--- src/rtl/forward_scoreboard.sv ---
// Tracks the destinations of in-flight post-EX instructions and selects bypass sources and load-use stalls.
// Optional stall counter port stall_cnt is enabled with macro FWD_STALL_CNT_EN.
module forward_scoreboard #(
    parameter int ADDR_W   = 5,
    parameter int DEPTH    = 2,
    parameter int LOAD_LAT = 1,
    localparam int SEL_W   = $clog2(DEPTH + 1)
) (
    input  logic              clk,
    input  logic              rst,
    input  logic              ex_valid,
    input  logic [ADDR_W-1:0] ex_rs,
    input  logic [ADDR_W-1:0] ex_rt,
    input  logic [ADDR_W-1:0] ex_rd,
    input  logic              ex_we,
    input  logic              ex_is_load,
    input  logic              flush,
    output logic [SEL_W-1:0]  fwd_rs,
    output logic [SEL_W-1:0]  fwd_rt,
`ifdef FWD_STALL_CNT_EN
    output logic [31:0]       stall_cnt,
`endif
    output logic              stall
);

    logic              valid_reg [DEPTH];
    logic              we_reg    [DEPTH];
    logic              load_reg  [DEPTH];
    logic [ADDR_W-1:0] rd_reg    [DEPTH];

    logic [DEPTH-1:0] rs_match;
    logic [DEPTH-1:0] rt_match;

    genvar gi;
    generate
        for (gi = 0; gi < DEPTH; gi++) begin : g_match
            // Register 0 is hard-wired, so it never matches any entry.
            assign rs_match[gi] = valid_reg[gi] && we_reg[gi] && (rd_reg[gi] == ex_rs) && (ex_rs != '0);
            assign rt_match[gi] = valid_reg[gi] && we_reg[gi] && (rd_reg[gi] == ex_rt) && (ex_rt != '0);
        end
    endgenerate

    logic [SEL_W-1:0] sel_rs_next;
    logic [SEL_W-1:0] sel_rt_next;
    logic             rs_load_hazard;
    logic             rt_load_hazard;

    // Scan oldest to youngest so the youngest match is the one left standing.
    always_comb begin
        sel_rs_next    = '0;
        sel_rt_next    = '0;
        rs_load_hazard = 1'b0;
        rt_load_hazard = 1'b0;
        for (int i = DEPTH - 1; i >= 0; i--) begin
            if (rs_match[i]) begin
                sel_rs_next    = SEL_W'(i + 1);
                rs_load_hazard = load_reg[i] && (i < LOAD_LAT);
            end
            if (rt_match[i]) begin
                sel_rt_next    = SEL_W'(i + 1);
                rt_load_hazard = load_reg[i] && (i < LOAD_LAT);
            end
        end
    end

    assign fwd_rs = ex_valid ? sel_rs_next : '0;
    assign fwd_rt = ex_valid ? sel_rt_next : '0;
    assign stall  = ex_valid && (rs_load_hazard || rt_load_hazard);

    always_ff @(posedge clk) begin
        if (rst || flush) begin
            for (int i = 0; i < DEPTH; i++) begin
                valid_reg[i] <= 1'b0;
            end
        end else begin
            // A stalled EX instruction stays put, so a bubble enters entry 0.
            valid_reg[0] <= ex_valid && !stall;
            we_reg[0]    <= ex_we;
            load_reg[0]  <= ex_is_load;
            rd_reg[0]    <= ex_rd;
            for (int i = 1; i < DEPTH; i++) begin
                valid_reg[i] <= valid_reg[i-1];
                we_reg[i]    <= we_reg[i-1];
                load_reg[i]  <= load_reg[i-1];
                rd_reg[i]    <= rd_reg[i-1];
            end
        end
    end

`ifdef FWD_STALL_CNT_EN
    logic [31:0] stall_cnt_reg;

    always_ff @(posedge clk) begin
        if (rst) begin
            stall_cnt_reg <= '0;
        end else if (stall) begin
            stall_cnt_reg <= stall_cnt_reg + 32'd1;
        end
    end

    assign stall_cnt = stall_cnt_reg;
`endif

endmodule

--- config.mk ---
export PLATFORM = sky130hd
export DESIGN_NAME = forward_scoreboard
export DESIGN_NICKNAME = d
export VERILOG_FILES = /design/src/rtl/forward_scoreboard.sv
export SDC_FILE = /design/constraint.sdc
export NUM_CORES = 1
export LEC_CHECK = 0
export ABC_AREA = 1
export CAP_MARGIN = 15
export CORE_MARGIN = 2
export CORE_UTILIZATION = 50
export CTS_BUF_LIST = sky130_fd_sc_hd__clkbuf_16
export DETAILED_ROUTE_END_ITERATION = 10
export DONT_BUFFER_PORTS = 1
export PLACE_DENSITY = 0.66
export SETUP_SLACK_MARGIN = 0.3
export SKIP_CTS_REPAIR_TIMING = 1
export SLEW_MARGIN = 20
export SYNTH_ARGS = -nofsm -noshare
export SYNTH_HDL_FRONTEND = slang
export SYNTH_SLANG_ARGS = --single-unit
--- constraint.sdc ---
create_clock -name clk -period 2 [get_ports clk]
set_input_delay 0.3 -clock clk [delete_from_list [all_inputs] [get_ports clk]]
set_output_delay 0.3 -clock clk [all_outputs]
set_load 0.1 [all_outputs]
==> run metrics <==
max-slew violations=0; Reg2Reg Setup Slack=0.78 ns; measured slew at the worst slew-check pin=0.281 ns; most frequent cells in the layout=nand2_1, inv_1, edfxtp_1; initial antenna violation count=0; setup TNS=0 ns; maximum vdd drop=0.686 mV; Synthesis Warnings=0; post-synthesis register bit count=15; cts bufs inserted=3; GP Congestion=0.817; Worst-Skew Late Latency=0.24 ns; Crit Path Class=flop to output pin; worst hold start=flush; R2R Path End=valid_reg[0][0]; arrival time at the worst endpoint=1.58 ns; CTS Buffer Depth=2; final setup fails=0; fillers=133; clk_skew=0.00223 ns; status=completed; worst r2r path cells=9; Synth cell types=19; CP endpoint kind=output pin; Seq/Total Area, Yosys=48.9%; # port buffers=0; CTS H-tree depth=1; Max FO, Critical Path=4; max reg flops=10; Avg Vias per Cell=5.24; gr usage total=20.7%; DR pass1 iterations=4; minimum clock period=1.88 ns; Post-Synth Simple-Gate Area=31.2%; initial core utilization=52.1%; Synth Net Count=130; vias in the first global route=721; grt ovf=0; most common cell after layout, fill and taps aside=nand2_1; CTS tree=done; Synth Cell Area=881 µm²; die height=46.0 µm; number of diodes=0; reg2reg start=rd_reg[0][3]; cell row count=15; power per standard cell area=704 nW/µm²; DIE WIDTH=46.0 µm; CP required=1.70 ns; layout cell share with drive strength beyond 1=30.6%; DRC violations left=0; post-DP HPWL=1.42 mm; layout overhead on the synthesized area=33.9%; clock sinks=15; hold depth=1; Adder-Cell Fraction of Synth Area=0%; post-DR wirelength/cell=13.6 µm; I/O Pins=26; f_max=532 MHz; DRT iter0 DRCs=4; Synth Instances=109; Hold Path Class=primary input to flop; largest family of logic cells by synthesized area=simple AND/OR/NAND/NOR gates; Hold Vio Cnt, Final=0; root buffer cell=clkbuf_16; compound-cell area share of the yosys netlist=2.27%; ANT nets after route=0; area of the core region=1690 µm²; LEAKAGE=0.496 nW; first-pass GRT wire length=2.94 mm; maximum number of pins on one net before global-route repair=9; Die Area=2110 µm²; RSZ-0062 raised after global routing=true; clock-pin slew on the worst setup and hold paths=0.05 ns; post-synthesis mux area share=0%; detailed-route wire length=1.87 mm; Power Total=831 µW; Hold EP=valid_reg[0][1]; mean post-synth cell area=8.08 µm²; fin crit share=93.9%; Post-Synth XOR/XNOR Area=9.94%; Max-slew headroom=81.3%; nets=143; maxcap violations=0; vias post-DR=723; CP Launch Type=flop
[worst max-delay path, stage by stage, from the launching register on]
cell and delay [ns]:
edfxtp_1 0.43, inv_2 0.06, nand2_1 0.06, nand2_1 0.07
inv_2 0.05, nand2_2 0.06, nor2_4 0.13, nand3_2 0.11
a21oi_4 0.18, buf_12 0.19
[worst max path at each step]
stage	start	to	slack [ns]	depth (start not counted)
final	rd_reg[0][3]	stall	0.12	9
after global routing	rd_reg[0][3]	stall	0.03	9
after CTS	rd_reg[0][1]	fwd_rs[1]	0.08	7
after detailed placement	rd_reg[0][1]	fwd_rs[1]	0.34	7
after global placement	rd_reg[0][1]	fwd_rs[1]	0.36	7
after floorplan	rd_reg[0][2]	fwd_rt[0]	0.12	7
[power by group]
part	internal [mW]	switching [mW]	leakage [nW]	total (mW)
logic	0.0347	0.0480	0.316	0.0827
registers	0.360	0.0134	0.138	0.373
clock network	0.264	0.112	0.0423	0.375
[cell usage after synthesis]
| cell type | number | area (µm²) |
|---|---|---|
| nor2_2 | 4 | 25.0 |
| inv_1 | 16 | 60.1 |
| o21ai_0 | 1 | 5.00 |
| nand3_2 | 1 | 10.0 |
| xnor2_1 | 7 | 61.3 |
| edfxtp_1 | 13 | 390 |
| or2_1 | 1 | 6.26 |
| nand2_1 | 33 | 124 |
| inv_2 | 2 | 7.51 |
| a21oi_1 | 3 | 15.0 |
| nor3_1 | 3 | 15.0 |
| nor2_1 | 10 | 37.5 |
| nor3b_1 | 1 | 7.51 |
| nand3b_1 | 1 | 7.51 |
| dfxtp_1 | 2 | 40.0 |
| or2_2 | 1 | 6.26 |
| xor2_1 | 3 | 26.3 |
| nand3_1 | 6 | 30.0 |
| and3_1 | 1 | 6.26 |
[metal layers]
layer	track usage [%]	wire, µm
met4	10.3	38
met3	6.35	118
met2	33.1	951
met5	0	0
met1	25.1	763
[stage by stage]
stage          setup slack [ns]  util [%]  hold slack, ns  instances  cell area [µm²]
2_1_floorplan             0.120         -           0.375        109              917
3_3_place_gp              0.358      60.1           0.378        133             1020
3_5_place_dp              0.336      60.1           0.378        133             1020
4_1_cts                  0.0752      64.8           0.124        137             1090
5_1_grt                  0.0254      69.9           0.128        138             1180
6_report                  0.122      69.9           0.128        138             1180
[cells by family (layout without fill, tap and decap cells)]
logic type,Yosys count,count (layout)
buffers and inverters,18,30
flip-flops,15,15
XOR/XNOR,10,10
AND/OR/NAND/NOR,62,62
AO/OA/AOI/OAI,4,4
[cell type report]
type	instances	area [µm²]	area share (%)
well taps	17	21.3	1.80
clock buffers	3	75.1	6.36
repair buffers	8	118	9.97
clock inverters	1	3.75	0.318
multi-input cells	76	464	39.3
flip-flops and latches	15	430	36.5
inverters	18	67.6	5.73
(Power assumes the default switching activity.)
